==> src/rtl/led_panel_pkg.sv <==
// Shared constants for the HUB LED panel receive-side monitor.
package led_panel_pkg;

    localparam int unsigned COLS_DEF    = 64;
    localparam int unsigned ROWBITS_DEF = 6;

    // Monitor FSM encoding
    localparam logic [1:0] ST_IDLE    = 2'd0;
    localparam logic [1:0] ST_SHIFT   = 2'd1;
    localparam logic [1:0] ST_LATCHED = 2'd2;
    localparam logic [1:0] ST_DISPLAY = 2'd3;

    // Bit positions of the colour pins in the packed pin vector and in rd_rgb
    localparam int unsigned PIN_R = 2;
    localparam int unsigned PIN_G = 1;
    localparam int unsigned PIN_B = 0;

    // Saturating 7-bit increment used by the shift counter
    function automatic logic [6:0] sat_inc7(input logic [6:0] v);
        return (v == 7'd127) ? v : v + 7'd1;
    endfunction

endpackage

==> src/rtl/led_panel_chain.sv <==
// One colour's column shift chain, output latch and running ones count.
module led_panel_chain
    import led_panel_pkg::*;
#(
    parameter int unsigned COLS = COLS_DEF
) (
    input  logic            clk_i,
    input  logic            rst_ni,
    input  logic            shift_i,
    input  logic            bit_i,
    input  logic            latch_i,
    output logic [COLS-1:0] lat_o,
    output logic [6:0]      count_o
);

    logic [COLS-1:0] sh_q, sh_d;
    logic [COLS-1:0] lat_q;
    logic [6:0]      ones_q, ones_d;
    logic [6:0]      count_q;

    // Shift applies before latch, so the latch path takes the _d values.
    // The ones counter subtracts the bit falling off the end to stay exact on overflow.
    always_comb begin
        sh_d   = sh_q;
        ones_d = ones_q;
        if (shift_i) begin
            sh_d   = {sh_q[COLS-2:0], bit_i};
            ones_d = ones_q + {6'd0, bit_i} - {6'd0, sh_q[COLS-1]};
        end
    end

    // Shift chain and latched copy
    always_ff @(posedge clk_i or negedge rst_ni) begin
        if (!rst_ni) begin
            sh_q    <= '0;
            ones_q  <= '0;
            lat_q   <= '0;
            count_q <= '0;
        end else begin
            sh_q   <= sh_d;
            ones_q <= ones_d;
            if (latch_i) begin
                lat_q   <= sh_d;
                count_q <= ones_d;
            end
        end
    end

    assign lat_o   = lat_q;
    assign count_o = count_q;

endmodule

==> src/rtl/led_panel_monitor.sv <==
// Receive-side model of a HUB LED panel: rebuilds shift/latch/row state from the pins
// and reports pixel counts, row strobes and protocol errors.
module led_panel_monitor
    import led_panel_pkg::*;
#(
    parameter int unsigned COLS        = COLS_DEF,
    parameter int unsigned ROWBITS     = ROWBITS_DEF,
    parameter int unsigned SYNC_STAGES = 2  // must be >= 2
) (
    input  logic               clk,
    input  logic               reset,
    input  logic               red_in,
    input  logic               green_in,
    input  logic               blue_in,
    input  logic               sclk_in,
    input  logic               latch_in,
    input  logic               blank_in,
    input  logic               aclk_in,
    input  logic               arst_in,
    input  logic               err_clear,
    input  logic [5:0]         rd_col,
    output logic [2:0]         rd_rgb,
    output logic [ROWBITS-1:0] row_idx,
    output logic               row_valid,
    output logic [6:0]         col_count,
    output logic [6:0]         red_count,
    output logic [6:0]         green_count,
    output logic [6:0]         blue_count,
    output logic               frame_pulse,
    output logic               err_overflow,
    output logic               err_shift_unblanked,
    output logic               err_latch_unblanked
);

    localparam int unsigned NPINS    = 8;
    localparam int unsigned IDX_SCLK = 3;
    localparam int unsigned IDX_LAT  = 4;
    localparam int unsigned IDX_BLNK = 5;
    localparam int unsigned IDX_ACLK = 6;
    localparam int unsigned IDX_ARST = 7;
    // blank and latch idle high, so they reset high to avoid phantom edges
    localparam logic [NPINS-1:0] SYNC_RST = 8'b0011_0000;
    localparam logic [4:0]       CTL_RST  = SYNC_RST[7:3];
    localparam logic [6:0]       COLS7    = 7'(COLS);

    logic [NPINS-1:0]                  pins;
    logic [SYNC_STAGES-1:0][NPINS-1:0] sync_q;
    logic [NPINS-1:0]                  pin_s;
    logic [4:0]                        ctl_prev_q;
    logic [4:0]                        ctl_s;

    assign pins  = {arst_in, aclk_in, blank_in, latch_in, sclk_in, red_in, green_in, blue_in};
    assign pin_s = sync_q[SYNC_STAGES-1];
    assign ctl_s = pin_s[IDX_ARST:IDX_SCLK];

    // Input synchronizers plus one extra copy of the control pins for edge detection
    always_ff @(posedge clk or negedge reset) begin
        if (!reset) begin
            sync_q     <= {SYNC_STAGES{SYNC_RST}};
            ctl_prev_q <= CTL_RST;
        end else begin
            sync_q     <= {sync_q[SYNC_STAGES-2:0], pins};
            ctl_prev_q <= ctl_s;
        end
    end

    logic sclk_rise, latch_fall, blank_fall, blank_rise, aclk_rise, arst_rise, arst_lvl;

    assign sclk_rise  =  ctl_s[IDX_SCLK-3] & ~ctl_prev_q[IDX_SCLK-3];
    assign latch_fall = ~ctl_s[IDX_LAT-3]  &  ctl_prev_q[IDX_LAT-3];
    assign blank_fall = ~ctl_s[IDX_BLNK-3] &  ctl_prev_q[IDX_BLNK-3];
    assign blank_rise =  ctl_s[IDX_BLNK-3] & ~ctl_prev_q[IDX_BLNK-3];
    assign aclk_rise  =  ctl_s[IDX_ACLK-3] & ~ctl_prev_q[IDX_ACLK-3];
    assign arst_rise  =  ctl_s[IDX_ARST-3] & ~ctl_prev_q[IDX_ARST-3];
    assign arst_lvl   =  ctl_s[IDX_ARST-3];

    logic [COLS-1:0] lat_r, lat_g, lat_b;

    led_panel_chain #(.COLS(COLS)) u_chain_r (
        .clk_i   (clk),
        .rst_ni  (reset),
        .shift_i (sclk_rise),
        .bit_i   (pin_s[PIN_R]),
        .latch_i (latch_fall),
        .lat_o   (lat_r),
        .count_o (red_count)
    );

    led_panel_chain #(.COLS(COLS)) u_chain_g (
        .clk_i   (clk),
        .rst_ni  (reset),
        .shift_i (sclk_rise),
        .bit_i   (pin_s[PIN_G]),
        .latch_i (latch_fall),
        .lat_o   (lat_g),
        .count_o (green_count)
    );

    led_panel_chain #(.COLS(COLS)) u_chain_b (
        .clk_i   (clk),
        .rst_ni  (reset),
        .shift_i (sclk_rise),
        .bit_i   (pin_s[PIN_B]),
        .latch_i (latch_fall),
        .lat_o   (lat_b),
        .count_o (blue_count)
    );

    logic [1:0]         state_q, state_d;
    logic [6:0]         shcnt_q, shcnt_d, shcnt_inc;
    logic [6:0]         col_q, col_d;
    logic [ROWBITS-1:0] row_q, row_d;
    logic               row_valid_q, row_valid_d;
    logic               frame_q, frame_d;
    logic               ovf_q, ovf_d;
    logic               shu_q, shu_d;
    logic               lau_q, lau_d;

    // Next-state: FSM, shift counter, row address, strobes and sticky errors
    always_comb begin
        state_d     = state_q;
        row_valid_d = 1'b0;
        unique case (state_q)
            ST_IDLE: begin
                if (latch_fall)     state_d = ST_LATCHED;
                else if (sclk_rise) state_d = ST_SHIFT;
            end
            ST_SHIFT: begin
                if (latch_fall) state_d = ST_LATCHED;
            end
            ST_LATCHED: begin
                if (blank_fall) begin
                    state_d     = ST_DISPLAY;
                    row_valid_d = 1'b1;
                end
            end
            ST_DISPLAY: begin
                if (blank_rise) state_d = ST_IDLE;
            end
            default: state_d = ST_IDLE;
        endcase

        shcnt_inc = sclk_rise ? sat_inc7(shcnt_q) : shcnt_q;
        shcnt_d   = latch_fall ? 7'd0 : shcnt_inc;
        col_d     = latch_fall ? shcnt_inc : col_q;

        row_d = row_q;
        if (arst_lvl)       row_d = '0;
        else if (aclk_rise) row_d = row_q + ROWBITS'(1);

        frame_d = arst_rise;

        // A new error in the same cycle as err_clear wins
        ovf_d = (ovf_q & ~err_clear) | (sclk_rise & (shcnt_q == COLS7));
        shu_d = (shu_q & ~err_clear) | (sclk_rise & (state_q == ST_DISPLAY));
        lau_d = (lau_q & ~err_clear) | (latch_fall & (state_q == ST_DISPLAY));
    end

    // Control state registers
    always_ff @(posedge clk or negedge reset) begin
        if (!reset) begin
            state_q     <= ST_IDLE;
            shcnt_q     <= '0;
            col_q       <= '0;
            row_q       <= '0;
            row_valid_q <= 1'b0;
            frame_q     <= 1'b0;
            ovf_q       <= 1'b0;
            shu_q       <= 1'b0;
            lau_q       <= 1'b0;
        end else begin
            state_q     <= state_d;
            shcnt_q     <= shcnt_d;
            col_q       <= col_d;
            row_q       <= row_d;
            row_valid_q <= row_valid_d;
            frame_q     <= frame_d;
            ovf_q       <= ovf_d;
            shu_q       <= shu_d;
            lau_q       <= lau_d;
        end
    end

    assign rd_rgb              = {lat_r[rd_col], lat_g[rd_col], lat_b[rd_col]};
    assign row_idx             = row_q;
    assign row_valid           = row_valid_q;
    assign col_count           = col_q;
    assign frame_pulse         = frame_q;
    assign err_overflow        = ovf_q;
    assign err_shift_unblanked = shu_q;
    assign err_latch_unblanked = lau_q;

endmodule

==> config.mk <==
export PLATFORM = sky130hd
export DESIGN_NAME = led_panel_monitor
export DESIGN_NICKNAME = d
export VERILOG_FILES = /design/src/rtl/led_panel_pkg.sv /design/src/rtl/led_panel_chain.sv /design/src/rtl/led_panel_monitor.sv
export SDC_FILE = /design/constraint.sdc
export NUM_CORES = 1
export LEC_CHECK = 0
export CAP_MARGIN = 20
export CORE_MARGIN = 2
export CORE_UTILIZATION = 55
export DETAILED_ROUTE_END_ITERATION = 8
export PLACE_DENSITY = 0.75
export SETUP_SLACK_MARGIN = 0.4
export SLEW_MARGIN = 25
export SYNTH_ARGS = -nofsm -noshare
export SYNTH_HDL_FRONTEND = slang
export SYNTH_HIERARCHICAL = 1
export SYNTH_SLANG_ARGS = --single-unit
==> constraint.sdc <==
create_clock -name clk -period 2.1 [get_ports clk]
set_input_delay 0.315 -clock clk [delete_from_list [all_inputs] [get_ports clk]]
set_output_delay 0.315 -clock clk [all_outputs]
set_load 0.01 [all_outputs]
==> metrics.md, run 1 <==
| Metric | Value |
|---|---|
| Outcome | `complete, but fails checks` |
| Violated checks | `negative setup slack` |
| Total power | `26780 uW` |
| Most area-consuming cells after synthesis | `dfrtp_1 58%, mux2_2 20%, mux4_2 4.4%, mux2_1 3.0%, ha_1 1.8%` |
| Post-synthesis mux area share | `0.2882` |
| Initial antenna violation count | `1` |
| Adder-cell area share of the yosys netlist | `0.02105` |
| Fillcell total | `2136` |
| Leakage | `0.01278 uW` |
| Number of enable flip-flop cells after synthesis | `0` |
| Drt wl/cell | `22.95 um` |
| Die area | `38070 um2` |
| Initial Util | `0.5541` |
| Vias in the first global route | `12880` |
| Cells after Synth | `1312` |
| Die height | `195.1 um` |
| YS warnings | `6` |
| Post-synth cell types | `61` |
| Mean area per synthesized cell | `15.31 um2` |
| Worst-path cell chain | `nor2b_1 -> a2111oi_1 -> a2111oi_2 -> o31ai_4 -> o21ai_2 -> buf_2` |
| Top cell type's share of synthesized area | `0.5829` |
| Post-Route WL | `46660 um` |
| Largest net degree at the start of global routing | `65` |
| Vias per cell | `5.808` |
| Period Utilization, post-route | `1.238` |
| # nets final | `1579` |
| Max-slew violations | `0` |
| HPWL after detailed placement | `24820 um` |
| Worst-skew pair later-pin latency | `0.57 ns` |
| Max stage delay on crit path | `0.53 ns` |
| Clk root buf | `clkbuf_16` |
| Port Buffers | `58` |
| RSZ-0062 raised after global routing | `true` |
| Final setup TNS | `-3.152 ns` |
| Synth Area in Simple Gates | `0.03014` |
| Syn nets | `1361` |
| First-pass DRT Iterations | `5` |
| DRC | `0` |
| CTS Buf Count | `48` |
| # clock sinks | `474` |
| Clock buffer depth | `3` |
| CP Capture Type | `output port` |
| Final GP Congestion | `0.7819` |
| Cell depth of the worst hold path | `1` |
| Register-to-Register Path Depth | `10` |
| CP arrival | `2.29 ns` |
| Final Hold Viols | `0` |
| First-pass GRT wire length | `73770 um` |
| FMAX | `0.3845 GHz` |
| Synth Area in Compound Gates | `0.03139` |
| Most frequent cells in the layout | `466 x dfrtp_1, 333 x mux2_4, 73 x mux2_2` |
| P&R area growth vs syn | `32.11%` |
| Core footprint | `36260 um2` |
| Synth Area in XOR/XNOR | `0.009529` |
| Initial drt markers | `761` |
| Maximum vdd drop | `0.9557 mV` |
| Crit Path Max Fanout | `2` |
| FP Rows | `70` |
| HP Class | `in -> reg` |
| WP buf/inv | `1` |
| Most common cell after layout, fill and taps aside | `dfrtp_1` |
| Worst Clk Skew | `0.01818 ns` |
| Hold Path Origin | `latch_in` |
| GRT overflow | `0` |
| Hold Path End | `sync_q[4]` |
| FF-to-FF Start | `u_chain_g/sh_q[63]` |
| Synth async-reset ratio | `1.000` |
| Worst reg-to-reg setup slack | `-0.27 ns` |
| Worst reg2reg endpoint | `u_chain_g/count_o[6]` |
| Final Setup Violations | `13` |
| Register bit total from synthesis | `474` |
| Largest family of logic cells by synthesized area | `multiplexers` |
| CP Class | `reg -> out` |
| Vias | `11810` |
| Ys flop type | `dfrtp_1` |
| Crit start category | `flip-flop` |
| IO Count | `59` |
| Die width | `195.1 um` |
| Tmin final | `2.600 ns` |
| GRT Util Overall | `0.2477` |
| Least-Margin Pin Slew | `0.5353 ns` |
| H-tree depth | `2` |
| Max Cap Viol | `0` |
| CTS tree | `yes` |
| Cell family with most CP delay | `compound AO/OA/AOI/OAI gates` |
| Share of cells above drive strength 1 | `0.5006` |
| Synth Cell Area | `20090 um2` |
| Core Util, Final | `0.7320` |
| Worst setup margin | `-0.5005 ns` |
| Post-synth top area cell | `dfrtp_1` |
| Worst slew margin | `0.6422` |
| Power density over the cells | `1009 nW/um2` |
| Worst path slowest cell | `a2111oi_1` |
| Final ANT Viol Nets | `0` |
| Worst-path clk slew | `0.06 ns` |
| Post-synthesis sequential area ratio | `0.5908` |
| Worst path required time | `1.78 ns` |
## cell usage after synthesis, types with 3 or more instances
| cell | count |
|---|---|
| a211oi_1 | 7 |
| a21o_1 | 3 |
| a21oi_1 | 19 |
| a31oi_1 | 6 |
| buf_1 | 13 |
| buf_2 | 23 |
| buf_4 | 3 |
| buf_6 | 18 |
| clkbuf_1 | 12 |
| dfrtp_1 | 468 |
| dfstp_2 | 6 |
| fa_1 | 3 |
| ha_1 | 29 |
| inv_1 | 38 |
| mux2_1 | 54 |
| mux2_2 | 352 |
| mux2_4 | 3 |
| mux2i_1 | 11 |
| mux4_1 | 7 |
| mux4_2 | 39 |
| nand2_1 | 29 |
| nand2b_1 | 10 |
| nand3_1 | 11 |
| nand4_1 | 5 |
| nor2_1 | 23 |
| nor2b_1 | 8 |
| nor3_1 | 5 |
| nor3b_1 | 3 |
| o21ai_0 | 21 |
| o21ai_1 | 5 |
| o21bai_1 | 6 |
| o221ai_1 | 6 |
| o22ai_1 | 8 |
| or2_2 | 3 |
| xnor2_1 | 10 |
| xor2_1 | 10 |
## power breakdown
group / leakage (uW) / internal, uW / switching, uW
Clock: 0.000767 / 5050 / 3490
Sequential: 0.00633 / 10400 / 878
Combinational: 0.00569 / 3880 / 3070
## layout make-up
class	count	area [um2]	area share
tap	468	585.6	0.02206
antenna	1	2.502	0.00009428
sequential	474	11870	0.4473
clock inverter	12	163.9	0.006175
inverter	38	171.4	0.006458
timing repair inverter	4	63.81	0.002404
timing repair buffer	234	3013	0.1135
multi-input combinational	730	9278	0.3495
clock buffer	72	1393	0.05247
## worst max-delay path by stage
stage / startpoint / endpoint / slack, ns / cells after the start
floorplan: u_chain_b/sh_q[63] / u_chain_b/count_o[4] / -0.09 / 9
global placement: rd_col[0] / rd_rgb[2] / -0.75 / 7
detailed placement: rd_col[0] / rd_rgb[1] / -0.77 / 8
CTS: u_chain_r/lat_o[0] / rd_rgb[2] / -0.53 / 6
global route: u_chain_g/lat_o[3] / rd_rgb[1] / -0.55 / 6
finish: u_chain_b/lat_o[48] / rd_rgb[0] / -0.50 / 6
## per-layer routing
layer	track usage	up-vias	wire (um)
met1	0.3396	6290	20280
met4	0.08453	0	1345
li1	-	5180	-
met2	0.4081	244	23360
met5	0	-	0
met3	0.03886	94	1669
## state kept, by name (all words and copies together) (netlist names), 2 cells and up
signal	count
u_chain_b/lat_o	64
u_chain_b/sh_q	64
u_chain_g/lat_o	64
u_chain_g/sh_q	64
u_chain_r/lat_o	64
u_chain_r/sh_q	64
pin_s	8
sync_q	8
col_count	7
shcnt_q	7
u_chain_b/count_o	7
u_chain_b/ones_q	7
u_chain_g/count_o	7
u_chain_g/ones_q	7
u_chain_r/count_o	7
u_chain_r/ones_q	7
row_idx	6
ctl_prev_q	5
state_q	2
## through the flow
| step | hold slack [ns] | worst slack [ns] | area (um2) | instances |
|---|---|---|---|---|
| 6_report | 0.1700 | -0.5005 | 26540 | 2033 |
| 5_1_grt | 0.1600 | -0.5450 | 26540 | 2033 |
| 4_1_cts | 0.1402 | -0.5301 | 25860 | 2000 |
| 3_5_place_dp | 0.2940 | -0.7715 | 21910 | 1854 |
| 3_3_place_gp | 0.2950 | -0.7546 | 21910 | 1854 |
| 2_1_floorplan | 0.01941 | -0.08651 | 20470 | 1312 |
## kinds of logic (layout without fill, tap and decap cells)
logic type                 Yosys count  after routing
DFF                                474            474
muxes                              466            466
and+or+nand+nor                    114            114
buffers and inverters              108            360
AOI/OAI and AO/OA                   97             97
adders and majority gates           32             32
xor gates and xnor gates            21             21
other                                0              1
## timing repair
action	4_1_cts	5_1_grt
gates cloned	23	3
hold buffers	1	0
endpoints found under the setup margin	258	233
setup buffers	38	29
pin swaps	27	26
endpoints found under the hold margin	39	0
gates resized for setup	451	91
Note: power is estimated with default switching activity, not from simulation.
==> run 2, diff against run 1 <==
--- a/config.mk
+++ b/config.mk
@@ -5,11 +5,13 @@
 export SDC_FILE = /design/constraint.sdc
 export NUM_CORES = 1
 export LEC_CHECK = 0
+export ABC_AREA = 1
 export CAP_MARGIN = 20
 export CORE_MARGIN = 2
-export CORE_UTILIZATION = 55
+export CORE_UTILIZATION = 56
 export DETAILED_ROUTE_END_ITERATION = 8
-export PLACE_DENSITY = 0.75
+export MAX_ROUTING_LAYER = met4
+export PLACE_DENSITY = 0.76
 export SETUP_SLACK_MARGIN = 0.4
 export SLEW_MARGIN = 25
 export SYNTH_ARGS = -nofsm -noshare
==> metrics.md, run 2 <==
| Metric | Value |
|---|---|
| Outcome | `complete, no violations` |
| GRT overflow | `0 (unchanged)` |
| CTS Buf Count | `48 (unchanged)` |
| Fillcell total | `2809 (+32%)` |
| HPWL after detailed placement | `27810 um (+12%)` |
| Port Buffers | `58 (unchanged)` |
| Die width | `196.7 um (+0.83%)` |
| Syn nets | `2538 (+86%)` |
| Post-synth top area cell | `dfrtp_1` |
| ANT cells | `0 (-1)` |
| Cells after Synth | `2489 (+90%)` |
| Number of enable flip-flop cells after synthesis | `0 (unchanged)` |
| Initial Util | `0.5683 (+0.01421)` |
| YS warnings | `6 (unchanged)` |
| Final GP Congestion | `0.8329 (+6.5%)` |
| Leakage | `0.01252 uW (-2.0%)` |
| Post-Route WL | `47630 um (+2.1%)` |
| Power density over the cells | `998.5 nW/um2 (-1.0%)` |
| HP Class | `in -> reg` |
| Top layer in use | `met4` |
| DRC | `0 (unchanged)` |
| Clock power frac | `0.351 (+0.032)` |
| Largest net degree at the start of global routing | `73 (+12%)` |
| Synth Cell Area | `20800 um2 (+3.6%)` |
| CP Class | `reg -> out` |
| Max-slew violations | `0 (unchanged)` |
| Switching part of the total power | `0.3008 (+0.02314)` |
| Most used cell, CP | `nand3_2` |
| Die area | `38710 um2 (+1.7%)` |
| Register bit total from synthesis | `474 (unchanged)` |
| WP buf/inv | `1 (unchanged)` |
| Int Pwr | `17250 uW (-11%)` |
| Max stage delay on crit path | `0.38 ns (-0.15 ns)` |
| Ys flop type | `dfrtp_1` |
| Vias in the first global route | `16400 (+27%)` |
| FP Rows | `70 (unchanged)` |
| Critical path depth | `9 (+3)` |
| Final Hold Viols | `0 (unchanged)` |
| Initial antenna violation count | `0 (-1)` |
| RSZ-0062 raised after global routing | `true` |
| Cell family with most CP delay | `simple AND/OR/NAND/NOR gates` |
| Top cell type's share of synthesized area | `0.5629 (-0.02002)` |
| Max Cap Viol | `0 (unchanged)` |
| Hold WS | `0.1321 ns (-0.03799 ns)` |
| Worst slew margin | `0.6599 (+0.01765)` |
| CTS tree | `yes` |
| Crit start category | `flip-flop` |
| Drt wl/cell | `15.52 um (-32%)` |
| CP Capture Type | `output port` |
| Clock buffer depth | `3 (unchanged)` |
| Sequential Power Share | `0.421 (about the same)` |
| Vias per cell | `5.408 (-6.9%)` |
| Synth top cells by count | `1137 x nand2_1, 468 x dfrtp_1, 218 x nand3_1, 185 x inv_1, 106 x o21ai_1` |
| Most area-consuming cells after synthesis | `dfrtp_1 56%, nand2_1 21%, nand3_1 5.2%, inv_1 3.3%, o21ai_1 2.5%` |
| P&R area growth vs syn | `18.75%` |
| H-tree depth | `2 (unchanged)` |
| Core Util, Final | `0.6748 (-0.05714)` |
| Final Setup Violations | `0 (-13)` |
| Count leader, synth | `nand2_1` |
| # nets final | `2614 (+66%)` |
| Cell depth of the worst hold path | `1 (unchanged)` |
| Met3 routed WL | `2168 um (+30%)` |
| First-pass DRT Iterations | `5 (unchanged)` |
| Period Utilization, post-route | `0.9806 (-0.2578)` |
| Worst Clk Skew | `0.01611 ns (-0.002067 ns)` |
| Initial drt markers | `1243 (+63%)` |
| Post-synthesis sequential area ratio | `0.5705 (-0.02029)` |
| Wl on met1 | `20660 um (+1.9%)` |
| CP arrival | `1.74 ns (-0.55 ns)` |
| Vias | `16590 (+41%)` |
| Share of cells above drive strength 1 | `0.1473 (-0.3533)` |
| First-pass GRT wire length | `79100 um (+7.2%)` |
| IO Count | `59 (unchanged)` |
| Core footprint | `36610 um2 (+0.97%)` |
| GRT Util Overall | `0.2558 (+0.008072)` |
| Worst-path cell chain | `nand2_1 -> nand3_2 -> nand3_2 -> nand2_1 -> nand2_1 -> nand3_2 -> nand3_2 -> nand2_2 -> buf_6` |
| Least-Margin Pin Slew | `0.5102 ns (-0.02513 ns)` |
| FF+latch area | `11870 um2 (about the same)` |
| Worst-skew pair later-pin latency | `0.59 ns (+0.02 ns)` |
| Post-synth cell types | `31 (-49%)` |
| Register-to-Register Path Depth | `11 (+1)` |
| Mean area per synthesized cell | `8.359 um2 (-45%)` |
| Most common cell after layout, fill and taps aside | `nand2_1` |
| Combinational power share | `0.228 (-0.031)` |
| Maximum vdd drop | `0.7416 mV (-22%)` |
| Worst path slowest cell | `dfrtp_1` |
| Multi-input logic area | `8182 um2 (-12%)` |
| Crit Path Max Fanout | `2 (unchanged)` |
| Tmin final | `2.059 ns (-0.5413 ns)` |
| DR WL met2 | `23270 um (-0.40%)` |
| NetSw | `7421 uW (-0.20%)` |
| Final ANT Viol Nets | `0 (unchanged)` |
| # clock sinks | `474 (unchanged)` |
| FMAX | `0.4856 GHz (+26%)` |
| Worst-path clk slew | `0.06 ns (about the same)` |
| Synth async-reset ratio | `1.000 (unchanged)` |
| Most frequent cells in the layout | `1111 x nand2_1, 467 x dfrtp_1, 178 x inv_1` |
| Die height | `196.7 um (+0.83%)` |
| Worst path required time | `1.78 ns (about the same)` |
| Clk root buf | `clkbuf_16` |
## run 2: worst reg2reg max path, delay by kind of cell, from the launching register on
family | cells | cell delay, ns
fa+ha+maj | 3 | 0.83
simple gates | 7 | 0.63
flops | 1 | 0.42
buf+inv | 1 | 0.03
## run 2: kinds of logic after synthesis
family,count (synthesis),synth area share
DFF,474,0.5705
buffers and inverters,323,0.06868
AOI/OAI and AO/OA,248,0.06940
adders and majority gates,32,0.02033
and+or+nand+nor,1407,0.2690
xor gates and xnor gates,5,0.002105
## run 2: final cells by class
| type | count | share of cell area |
|---|---|---|
| Multi-Input combinational cell | 1692 | 0.3312 |
| Inverter | 193 | 0.03039 |
| Sequential cell | 474 | 0.4805 |
| Clock buffer | 70 | 0.05601 |
| Timing Repair Buffer | 156 | 0.06989 |
| Clock inverter | 15 | 0.008407 |
| Tap cell | 468 | 0.02370 |
## run 2: path summary, 6_finish.rpt
kind	endpoint	from	slack [ns]
worst max-delay path	rd_rgb[2]	u_chain_r/lat_o[43]	0.04
worst min-delay path	sync_q[4]	latch_in	0.13
worst max register to register	u_chain_r/ones_q[6]	u_chain_r/sh_q[63]	0.09
worst min register to register	pin_s[6]	sync_q[6]	0.35
max in group asynchronous	u_chain_r/sh_q[4]	reset	1.08
min in group asynchronous	u_chain_b/lat_o[63]	reset	0.26
## run 2: metrics by stage
stage	setup TNS [ns]	cells	area, um2	setup slack, ns	power, uW
floorplan	0	2489	20850	0.2842	13550
CTS	0	3038	23990	0.03466	23970
global route	-0.1262	3068	24710	-0.04678	25900
finish	0	3068	24710	0.04079	24670
global placement	-1.069	2939	22090	-0.3869	14820
detailed placement	-1.125	2939	22090	-0.3916	15050
## run 2: power by group through the flow
stage          Sequential (uW)  Combinational (uW)  Clock, uW
6_report                 10400                5630       8650
5_1_grt                  10500                6260       9170
4_1_cts                  10400                4780       8820
3_5_place_dp             10500                4530          0
3_3_place_gp             10500                4330          0
2_1_floorplan            10500                3040          0
## run 2: routing by layer
| layer | GRT usage | up-vias |
|---|---|---|
| met3 | 0.03542 | 106 |
| met1 | 0.3305 | 8123 |
| met2 | 0.4151 | 406 |
| met5 | - | - |
| met4 | 0.09747 | 0 |
| li1 | - | 7956 |
## run 2: what timing repair did
action | in CTS | in global routing
endpoints found under the hold margin | 41 | 0
resized for setup | 111 | 116
pin swaps | 29 | 57
cloned | 0 | 1
setup buffers | 13 | 29
hold buffers | 1 | 0
setup endpoints to repair | 79 | 110
==> RTL edit (config.mk and constraints of run 2) <==
The package constant `ROWBITS_DEF` goes from 6 to 4.
--- a/src/rtl/led_panel_pkg.sv
+++ b/src/rtl/led_panel_pkg.sv
@@ -3,5 +3,5 @@
 
     localparam int unsigned COLS_DEF    = 64;
-    localparam int unsigned ROWBITS_DEF = 6;
+    localparam int unsigned ROWBITS_DEF = 4;
 
     // Monitor FSM encoding
Interface: changed (resized row_idx); port bits go from 59 to 57. The function was not compared with the original's and may differ.
==> RTL edit against run 2 <==
- global-route usage grew 0.66 points
- via count fell by 0.50%
- setup slack lost 0.038 ns
- clock skew is 0.0057 ns lower
- sequential cell count shrank 2
- sequential share of layout area decreased by 0.53 points
- total power rose by 1.9%
- routed wire length grew 3.8%
- cell area grew 0.70%
- synthesized area fell by 1.1%
- highest routed layer unchanged
==> RTL edit: results (changes against run 2) <==
metric,value,unit,change
switching_share,0.307,,+0.00600
place_ws,-0.434,ns,-0.0426 ns
dr.pass1.iters,6,,+1
grt_pass1_wl,80400,µm,+1.6%
synth_top_area_frac,0.567,,+0.00369
maxSlewHeadroom,0.662,,+0.00188
stdcell_count,3055,,-0.42%
synth_compound_area_frac,0.0650,,-0.00441
synth-adder-area-share,0.0205,,+0.000221
grt_max_degree,96,,+32%
placed_area,0.0220,mm²,-0.36%
synthXorXnorAreaFrac,0.00426,,+0.00215
drive_gt1_frac,0.160,,+0.0124
max_stage_delay,0.43,ns,+0.05 ns
clock_skew,0.0104,ns,-0.00571 ns
via_per_inst,5.40,,about the same
first_global_vias,16600,,+1.3%
met1_length,21300,µm,+2.9%
syn_inst,2457,,-1.3%
grtUsageMet2,0.426,,+0.0112
power.static_leakage,0.0126,µW,+0.36%
use_met1,0.346,,+0.0157
synth_common_cells,"nand2_1, dfrtp_1, nand3_1",,
met2_length,24400,µm,+4.6%
dp_hpwl,28900,µm,+4.0%
antenna_found_initial,1,,+1
drt-initial-drc-count,1286,,+3.5%
cts.repair.resized,122,,+9.9%
root_buffer,clkbuf_16,,
arrival,1.78,ns,+0.04 ns
dpl.cell_count,2922,,-0.58%
io_buffers,56,,-3.4%
yosysSeqAreaShare,0.574,,+0.00378
grt_use_met3,0.0413,,+0.00584
synthTopCellsByArea,"dfrtp_1, nand2_1, nand3_1",,
track_usage,0.262,,+0.00663
status,"complete, no violations",,
postCtsSetupBuffers,16,,+3
gp_congestion,0.848,,+1.8%
routedWlPerCell,16.2,µm,+4.3%
critPathTopFamily,simple AND/OR/NAND/NOR gates,,
nets,2597,,-0.65%
cts_inserted_buffers,49,,+2.1%
route.met3.wl,2800,µm,+29%
ir_drop,919,µV,+24%
-- RTL edit: cell count changes in the layout (fill, tap and decap cells not counted), moves of 5 or more --
cell            run 2  this run
o21ai_0            52        66
o21ai_1           108       102
nand3_1           142       130
nand3_2            74        85
nand2_1          1111      1094
inv_1             178       166
a21oi_1            17        12
o21ai_2            56        44
-- RTL edit: metrics by stage --
stage	util	power (µW)	hold WS (ns)
global route	0.683	26400	0.122
CTS	0.660	24200	0.107
detailed placement	0.604	15100	0.161
floorplan	-	13500	0.0194
global placement	0.604	14800	0.163
finish	0.683	25100	0.134
-- RTL edit: power by group through the flow --
stage               sequential (µW)  clock, µW  combinational (µW)
floorplan                     10500          0                3040
global placement              10500          0                4340
detailed placement            10500          0                4550
CTS                           10400       8870                4940
global route                  10500       9250                6650
finish                        10400       8760                6010
-- RTL edit: path summary, 6_finish.rpt --
| kind | start | endpoint | slack (ns) | depth (start not counted) |
|---|---|---|---|---|
| max | u_chain_g/lat_o[63] | rd_rgb[1] | 0.003 | 9 |
| min | latch_in | sync_q[4] | 0.13 | 1 |
| max reg2reg | u_chain_g/sh_q[63] | u_chain_g/count_o[4] | 0.07 | 11 |
| min reg2reg | sync_q[2] | pin_s[2] | 0.35 | 0 |
| max in group asynchronous | reset | u_chain_r/lat_o[0] | 1.19 | 3 |
| min in group asynchronous | reset | u_chain_g/sh_q[42] | 0.15 | 2 |
-- RTL edit: area by class of cell --
class                           instances  area (µm²)
Timing Repair Buffer                  169        1960
Clock buffer                           70        1410
Multi-Input combinational cell       1674        8160
Clock inverter                         19         210
Antenna cell                            1        2.50
Fill cell                            2666       11600
Sequential cell                       472       11800
Tap cell                              468         586
Timing Repair inverter                  1        8.76
Inverter                              181         723
